[config.mk]
export PLATFORM = sky130hd
export DESIGN_NAME = ram_sig_arbiter
export DESIGN_NICKNAME = d
export VERILOG_FILES = /design/src/rtl/ram_arb_pkg.sv /design/src/rtl/ram_sig_arbiter_rr.sv /design/src/rtl/ram_sig_arbiter.sv
export SDC_FILE = /design/constraint.sdc
export NUM_CORES = 1
export LEC_CHECK = 0
export CORE_ASPECT_RATIO = 1.25
export CORE_MARGIN = 4
export CORE_UTILIZATION = 36
export DETAILED_ROUTE_END_ITERATION = 8
export PLACE_DENSITY = 0.8
export SETUP_SLACK_MARGIN = 0.3
export SLEW_MARGIN = 20
export SYNTH_ARGS = -nofsm -noshare
export SYNTH_HDL_FRONTEND = slang
export SYNTH_HIERARCHICAL = 1
export SYNTH_SLANG_ARGS = --single-unit
[constraint.sdc]
create_clock -name clk -period 3.4 [get_ports clk]
set_input_delay 0.34 -clock clk [delete_from_list [all_inputs] [get_ports clk]]
set_output_delay 0.34 -clock clk [all_outputs]
set_load 0.005 [all_outputs]
[src/rtl/ram_arb_pkg.sv]
// Shared types and helpers for the single-port RAM arbiter.
// rr_pick works on a fixed 8-bit request vector so one function serves every N_REQ.
package ram_arb_pkg;

    typedef enum logic {
        IDLE  = 1'b0,
        BURST = 1'b1
    } state_t;

    localparam int unsigned MAX_REQ       = 8;
    localparam int unsigned PICK_W        = 3;
    localparam int unsigned DEF_N_REQ     = 4;
    localparam int unsigned DEF_MAX_BURST = 8;
    localparam int unsigned ID_W          = $clog2(DEF_N_REQ);
    localparam int unsigned CNT_W         = $clog2(DEF_MAX_BURST + 1);

    typedef struct packed {
        logic              found;
        logic [PICK_W-1:0] idx;
    } pick_t;

    // Search starts at last+1 and wraps within the n active requesters.
    function automatic pick_t rr_pick(input logic [MAX_REQ-1:0] req,
                                      input logic [PICK_W-1:0]  last,
                                      input int unsigned        n);
        pick_t             p;
        logic [PICK_W-1:0] sel;
        p = '0;
        for (int unsigned k = 1; k <= MAX_REQ; k++) begin
            if (k <= n) begin
                sel = PICK_W'((32'(last) + k) % n);
                if (!p.found && req[sel]) begin
                    p.found = 1'b1;
                    p.idx   = sel;
                end
            end
        end
        return p;
    endfunction

endpackage

[src/rtl/ram_sig_arbiter_rr.sv]
// Combinational round-robin pick over N_REQ requesters.
module rr_arbiter
    import ram_arb_pkg::*;
#(
    parameter int unsigned N_REQ = 4,
    localparam int unsigned IDW  = (N_REQ > 1) ? $clog2(N_REQ) : 1
) (
    input  logic [N_REQ-1:0] req,
    input  logic [IDW-1:0]   last,
    output logic             found,
    output logic [IDW-1:0]   idx
);

    pick_t pick;

    always_comb begin
        pick  = rr_pick(MAX_REQ'(req), PICK_W'(last), N_REQ);
        found = pick.found;
        idx   = IDW'(pick.idx);
    end

endmodule

[src/rtl/ram_sig_arbiter.sv]
// Round-robin arbiter sharing one single-port RAM between N_REQ requesters,
// with optional locked bursts and a tagged one-cycle read return.
module ram_sig_arbiter
    import ram_arb_pkg::*;
#(
    parameter int unsigned N_REQ     = 4,
    parameter int unsigned WIDTH     = 16,
    parameter int unsigned DEPTH     = 64,
    parameter int unsigned MAX_BURST = 8,
    localparam int unsigned AW       = $clog2(DEPTH),
    localparam int unsigned IDW      = $clog2(N_REQ)
) (
    input  logic                   clk,
    input  logic                   rst_n,
    input  logic [N_REQ-1:0]       req,
    input  logic [N_REQ-1:0]       req_we,
    input  logic [N_REQ-1:0]       req_lock,
    input  logic [N_REQ*AW-1:0]    req_addr,
    input  logic [N_REQ*WIDTH-1:0] req_wdata,
    output logic [N_REQ-1:0]       gnt,
    output logic                   ram_wren,
    output logic [AW-1:0]          ram_addr,
    output logic [WIDTH-1:0]       ram_din,
    input  logic [WIDTH-1:0]       ram_dout,
    output logic                   rd_valid,
    output logic [IDW-1:0]         rd_id,
    output logic [WIDTH-1:0]       rd_data
);

    localparam int unsigned CW = $clog2(MAX_BURST + 1);

    state_t           state;
    logic [IDW-1:0]   owner;
    logic [IDW-1:0]   last;
    logic [CW-1:0]    burst_cnt;
    logic [WIDTH-1:0] din_q;
    logic             pick_found;
    logic [IDW-1:0]   pick_idx;
    logic [IDW-1:0]   win;
    logic             accept;

    rr_arbiter #(.N_REQ(N_REQ)) u_rr (
        .req   (req),
        .last  (last),
        .found (pick_found),
        .idx   (pick_idx)
    );

    // Grant is gated by rst_n so an asserted reset silences the port at once.
    always_comb begin
        gnt    = '0;
        win    = pick_idx;
        accept = pick_found;
        if (state == BURST) begin
            win    = owner;
            accept = req[owner];
        end
        accept = accept & rst_n;
        if (accept) gnt[win] = 1'b1;
        ram_wren = accept & req_we[win];
        ram_addr = accept ? req_addr[AW*int'(win) +: AW] : '0;
        ram_din  = accept ? req_wdata[WIDTH*int'(win) +: WIDTH] : din_q;
    end

    assign rd_data = ram_dout;

    always_ff @(posedge clk or negedge rst_n) begin
        if (!rst_n) begin
            state     <= IDLE;
            owner     <= '0;
            last      <= IDW'(N_REQ - 1);
            burst_cnt <= '0;
            din_q     <= '0;
            rd_valid  <= 1'b0;
            rd_id     <= '0;
        end else begin
            rd_valid <= accept & ~req_we[win];
            if (accept) begin
                last  <= win;
                din_q <= ram_din;
                if (!req_we[win]) rd_id <= win;
            end
            case (state)
                IDLE: begin
                    if (accept && req_lock[win] && (MAX_BURST > 1)) begin
                        state     <= BURST;
                        owner     <= win;
                        burst_cnt <= CW'(1);
                    end
                end
                BURST: begin
                    // Idle release: owner dropped req, last already equals owner.
                    if (!req[owner]) begin
                        state     <= IDLE;
                        burst_cnt <= '0;
                    end else if (!req_lock[owner] ||
                                 (burst_cnt + CW'(1)) == CW'(MAX_BURST)) begin
                        state     <= IDLE;
                        burst_cnt <= '0;
                    end else begin
                        burst_cnt <= burst_cnt + CW'(1);
                    end
                end
                default: state <= IDLE;
            endcase
        end
    end

endmodule

==> summary.md, run 1 <==
| Metric | Value |
|---|---|
| Cell count after placement | 384 |
| Die area | 7910 sq um |
| CTS H-tree depth | 1 |
| Cell count after synthesis | 183 |
| Synth Area in XOR/XNOR | 0.00372 |
| Critical path origin | req[1] |
| Mean Syn Cell Area | 12.9 sq um |
| Synth Area in Simple Gates | 0.0775 |
| Fmax | 325 MHz |
| DRT Pass-1 Iters | 4 |
| Initial DRC Count | 44 |
| Area after DPL | 3680 sq um |
| Critical Path AT | 2.73 ns |
| Yosys cell types | 35 |
| Buffers on Ports | 131 |
| Vias | 2142 |
| Post-layout min period | 3.07 ns |
| Vias in the first global route | 2330 |
| CTS buffer count | 3 |
| Synth Area in Adders | 0.00531 |
| Setup CP Type | input port to output pin |
| RSZ-0062 raised after global routing | true |
| Nature of the critical path endpoint | output pin |
| Clock root buffer | clkbuf_8 |
| IO Count | 164 |
| Synth area leaders | dfrtp_1, mux2_2, mux4_2, mux4_1, buf_4 |
| Post-Layout Inst Area | 3940 sq um |
| Max IR drop VDD | 368 uV |
| Die width | 80.4 um |
| Antenna diodes | 0 |
| Final hold vios | 0 |
| Fin worst setup slack | 0.326 ns |
| Gp weighted congestion | 0.760 |
| Critical path startpoint category | input port |
| Mapped Nets | 302 |
| Post-synthesis mux area share | 0.464 |
| Sequential-to-total area share from yosys stat | 0.298 |
| Routed Antenna Nets | 0 |
| Yosys top cell by area | dfrtp_1 |
| WL per Instance | 18.6 um |
| Starting Density | 0.377 |
| First-pass GRT wire length | 11.3 mm |
| Clock Sinks | 28 |
| Power density over cell area | 771 nW/um^2 |
| Slew headroom | 0.675 |
| GRT Resource Usage Total | 0.186 |
| Total Wirelength | 7.61 mm |
| Post-route setup TNS | 0 ns |
| Cell area after synthesis | 2360 sq um |
| Final nets | 444 |
| Core area | 6250 sq um |
| Max Slew Vio Count | 0 |
| Synth Register Bits | 28 |
| Worst-margin pin slew | 0.488 ns |
| Clock buffer depth | 2 |
| Rows | 32 |
| Post-Layout Cell Count | 409 |
| Leakage power | 1.68 nW |
| Largest net degree at the start of global routing | 40 |
| CTS tree | yes |
| DP Wirelength | 5.64 mm |
| DP Worst Slack | -0.0925 ns |
| Final setup skew | 0.00348 ns |
| Worst-path clk slew | 0.10 ns |
| Worst EP required | 3.06 ns |
| Fin util | 0.630 |
| Period utilization | 0.904 |
| Cell depth of the worst flop-to-flop path | 10 |
| Worst skew pair latency | 0.28 ns |
| Vias per cell | 5.24 |
| Worst min path class | input port to asynchronous set/reset pin |
| Crit-path max FO | 11 |
| Synth Area in Compound Gates | 0.0547 |
| DRC | 0 |
| Outcome | complete, no violations |
| Area added between synthesis and finish | 67.1% |
| Largest family of logic cells by synthesized area | multiplexers |
| Warnings from Yosys | 6 |
| Layout cell share with drive strength beyond 1 | 0.426 |
| Total gr overflow | 0 |
| Final setup viols | 0 |
| Die height | 98.4 um |
| Top-area cell type share of the netlist area | 0.276 |
| Worst r2r src | last[1] |
| Initial antenna violation count | 0 |
| Max Cap Violations | 0 |
[layer usage]
layer / vias to the layer above / GRT usage / wire length [um]
met5: - / 0 / 0
met4: 0 / 0.0364 / 38
met3: 6 / 0.0466 / 586
met2: 97 / 0.348 / 4100
met1: 1063 / 0.210 / 2890
li1: 976 / - / -
[registers in the layout, summed over array words and instances, names as in the netlist]
name	count
rd_valid	1
din_q	16
state	1
last	2
rd_id	2
owner	2
burst_cnt	4
[critical path, cell delays in order]
cell	delay (ns)
clkdlybuf4s50_1	0.55
buf_4	0.15
a21oi_1	0.04
a31oi_1	0.20
a21oi_2	0.11
mux2_4	0.30
buf_4	0.20
buf_4	0.14
mux4_2	0.26
and3_1	0.19
dlygate4sd2_1	0.25
[cells in the mapped netlist]
master	n
mux2i_1	2
nand2b_1	4
o221ai_2	1
dfstp_2	2
buf_4	19
and4b_1	1
a22o_1	1
a2bb2o_1	1
dfrtp_1	26
a21oi_2	1
and2_1	1
a21oi_1	5
mux4_1	6
buf_1	2
mux2_4	4
nand3_1	3
a221o_1	2
and3b_2	1
buf_2	4
and2b_1	1
nor2b_1	3
nor2_1	2
a32o_1	1
clkbuf_1	2
ha_1	1
inv_1	4
and3_1	7
o22ai_1	2
nand2_1	5
mux4_2	18
xnor2_1	1
a31oi_1	3
nor3_1	4
mux2_2	40
buf_6	3
[timing repair]
item / in CTS / in global routing
cloned: 2 / 0
hold buffers: 0 / 0
gates resized for setup: 46 / 42
setup endpoints to repair: 23 / 24
buffers inserted: 13 / 6
pin swaps: 2 / 5
[metrics by stage]
| step | hold slack (ns) | power, mW |
|---|---|---|
| 5_1_grt | 0.157 | 3.24 |
| 4_1_cts | 0.122 | 2.96 |
| 3_3_place_gp | 0.424 | 2.45 |
| 6_report | 0.120 | 3.03 |
| 2_1_floorplan | 0.0444 | 1.75 |
| 3_5_place_dp | 0.433 | 2.50 |
[cell usage in the layout, fill, tap and decap left out, types with 3 or more instances in the layout]
master,synthesis,routed
mux4_2,18,24
and3_1,7,4
nand3_1,3,3
clkdlybuf4s15_1,0,3
dfrtp_1,26,26
buf_6,3,5
and3_4,0,3
nor3_1,4,4
buf_4,19,25
clkbuf_2,0,16
inv_1,4,4
clkbuf_8,0,3
nor2b_1,3,3
a21oi_1,5,4
mux2_2,40,36
a31oi_1,3,3
clkdlybuf4s50_1,0,103
mux2_4,4,10
buf_12,0,5
dlygate4sd2_1,0,5
nand2_1,5,4
nand2b_1,4,3
[final cells by class]
type | instances | area [sq um]
fillers | 533 | 2310
inverters | 4 | 15.0
clock inverters | 1 | 30.0
clock buffers | 3 | 41.3
repair buffers | 165 | 1560
multi-input cells | 123 | 1480
flip-flops and latches | 28 | 703
well taps | 85 | 106
[logic make-up (layout without fill, tap and decap cells)]
group	Yosys count	count (layout)
AOI/OAI and AO/OA	17	17
xor gates and xnor gates	1	1
adders and majority gates	1	1
buffers and inverters	34	173
DFF	28	28
muxes	70	72
and+or+nand+nor	32	32
[final timing paths]
kind / endpoint / slack (ns)
min: din_q[3] / 0.12
max: ram_addr[3] / 0.33
min reg2reg: din_q[10] / 0.51
min in group clk: din_q[3] / 0.49
max in group asynchronous: last[1] / 2.90
max reg2reg: rd_id[0] / 0.55
[power by group]
group | leakage [nW] | internal, mW | switching (mW) | total, mW
clock network | 0.0357 | 0.158 | 0.116 | 0.274
logic | 1.30 | 1.37 | 0.758 | 2.13
registers | 0.335 | 0.502 | 0.128 | 0.630
Power figures use the tool's default switching activity.
==> inputs of run 2 (changes only) <==
--- a/config.mk
+++ b/config.mk
@@ -11,7 +11,8 @@
 export DETAILED_ROUTE_END_ITERATION = 8
 export PLACE_DENSITY = 0.8
 export SETUP_SLACK_MARGIN = 0.3
-export SLEW_MARGIN = 20
+export SKIP_CTS_REPAIR_TIMING = 1
+export SLEW_MARGIN = 10
 export SYNTH_ARGS = -nofsm -noshare
 export SYNTH_HDL_FRONTEND = slang
 export SYNTH_HIERARCHICAL = 1
==> summary.md, run 2 (synthesis gave the netlist of run 1 again) <==
| Metric | Value |
|---|---|
| Outcome | complete, no violations |
| Clock Sinks | 28 (unchanged) |
| Gp weighted congestion | 0.760 (unchanged) |
| Period utilization | 0.976 (+0.0714) |
| Area added between synthesis and finish | 71.8% |
| Met1 usage | 0.182 (-0.0273) |
| Total power draw | 3.05 mW (+0.70%) |
| Fin worst setup slack | 0.0831 ns (-0.243 ns) |
| Total gr overflow | 0 (unchanged) |
| Leakage power | 1.87 nW (+12%) |
| Clock root buffer | clkbuf_8 |
| CP max-delay cell | dfstp_2 |
| Power density over cell area | 755 nW/um^2 (-2.1%) |
| Critical Path AT | 2.98 ns (+0.25 ns) |
| RSZ-0062 raised after global routing | true |
| DRC | 0 (unchanged) |
| Routed Antenna Nets | 0 (unchanged) |
| Worst EP required | 3.06 ns (about the same) |
| Antenna diodes | 0 (unchanged) |
| Vias in the first global route | 2197 (-5.7%) |
| Met2 GRT Util | 0.317 (-0.0306) |
| DRT Pass-1 Iters | 4 (unchanged) |
| Most used cell, CP | buf_4 |
| DP Worst Slack | -0.0925 ns (unchanged) |
| Die area | 7910 sq um (unchanged) |
| Worst-path clk slew | 0.11 ns (about the same) |
| Initial antenna violation count | 0 (unchanged) |
| Worst-margin pin slew | 0.510 ns (+0.0221 ns) |
| Crit-path cells | mux2i_2 > o221ai_4 > buf_4 > mux2_4 > buf_4 > buf_4 > buf_6 > mux4_2 > and3_1 > dlymetal6s2s_1 |
| Critical path startpoint category | register |
| Final setup skew | 0.00334 ns (-0.000141 ns) |
| Worst min path class | input port to asynchronous set/reset pin |
| GRT Resource Usage Total | 0.168 (-0.0173) |
| Largest net degree at the start of global routing | 40 (unchanged) |
| Slew headroom | 0.660 (-0.0147) |
| Core area | 6250 sq um (unchanged) |
| Max Slew Vio Count | 0 (unchanged) |
| Buffers on Ports | 131 (unchanged) |
| First-pass GRT wire length | 10.3 mm (-8.8%) |
| Crit-path max FO | 6 (-5) |
| Total Wirelength | 7.44 mm (-2.3%) |
| IO Count | 164 (unchanged) |
| CP peak stage delay | 0.60 ns (+0.05 ns) |
| Layout cell share with drive strength beyond 1 | 0.371 (-0.0548) |
| Top reg by flops | din_q |
| Post-route setup TNS | 0 ns (unchanged) |
| Max Cap Violations | 0 (unchanged) |
| Vias | 2131 (-0.51%) |
| WL per Instance | 18.1 um (-2.8%) |
| Final setup viols | 0 (unchanged) |
| Most frequent cells in the layout | clkdlybuf4s50_1, mux2_2, buf_4 |
| Top Registers | din_q x16, burst_cnt x4 |
| Die height | 98.4 um (unchanged) |
| Starting Density | 0.377 (unchanged) |
| GRT busiest layer | met2 |
| Clock buffer depth | 2 (unchanged) |
| CTS tree | yes |
| Final hold vios | 0 (unchanged) |
| Setup CP Type | register to output pin |
| Commonest non-fill, non-tap cell in the layout | clkdlybuf4s50_1 |
| Nature of the critical path endpoint | output pin |
| CTS H-tree depth | 1 (unchanged) |
| Rows | 32 (unchanged) |
| Worst skew pair latency | 0.28 ns (about the same) |
| Final nets | 446 (+0.45%) |
| Max IR drop VDD | 351 uV (-4.9%) |
| DP Wirelength | 5.64 mm (unchanged) |
| Vias per cell | 5.18 (-1.0%) |
| Die width | 80.4 um (unchanged) |
| Post-layout min period | 3.32 ns (+0.243 ns) |
| Largest register FFs | 16 (unchanged) |
| Initial DRC Count | 58 (+32%) |
| CTS buffer count | 3 (unchanged) |
| Fmax | 301 MHz (-7.3%) |
| Met3 usage | 0.0457 (-0.000914) |
==> run 2: changes by cell type in the layout (fill, tap and decap cells not counted), sizes merged <==
| cell | previous run | this run |
|---|---|---|
| clkbuf | 19 | 4 |
| clkdlybuf4s15 | 3 | 0 |
| clkdlybuf4s50 | 103 | 106 |
| dlygate4sd2 | 5 | 0 |
| dlymetal6s2s | 2 | 23 |
| mux2 | 46 | 47 |
==> run 2: stage by stage <==
step	util	hold WS [ns]	cells	area, sq um
CTS	0.601	0.111	388	3750
global route	0.648	0.156	411	4050
floorplan	-	0.0444	183	2360
finish	0.648	0.127	411	4050
detailed placement	0.590	0.433	384	3680
global placement	0.590	0.424	384	3680
==> run 2: layer usage <==
layer / routed length (um) / vias up
met2: 4010 / 93
met3: 578 / 6
met1: 2800 / 1050
met5: 0 / -
li1: - / 982
met4: 52 / 0
==> run 2: layout make-up <==
class                      count  area (sq um)
inverter                       4          15.0
clock inverter                 1          30.0
fill                         497          2200
clock buffer                   3          41.3
multi-input combinational    124          1490
tap                           85           106
sequential                    28           703
timing repair buffer         166          1660
==> run 2: report_power, final <==
group | internal [mW] | switching [mW] | total (mW)
logic | 1.41 | 0.730 | 2.14
registers | 0.502 | 0.132 | 0.634
clock network | 0.158 | 0.118 | 0.276
total | 2.07 | 0.980 | 3.05
==> run 2: critical path, delay by kind of cell, from the launching register on <==
kind / cells / cell delay, ns
buffers and inverters: 5 / 0.70
DFF: 1 / 0.60
and+or+nand+nor: 1 / 0.19
muxes: 3 / 1.01
AOI/OAI and AO/OA: 1 / 0.18
==> run 2: final timing paths <==
kind / startpoint / end / slack (ns) / cells past startpoint
min in group clk: rst_n / din_q[3] / 0.51 / 3
min: rst_n / state / 0.13 / 2
min reg2reg: din_q[10] / din_q[10] / 0.51 / 1
max in group asynchronous: rst_n / last[1] / 2.93 / 2
max: last[1] / ram_addr[5] / 0.08 / 10
max reg2reg: last[1] / owner[0] / 0.65 / 8
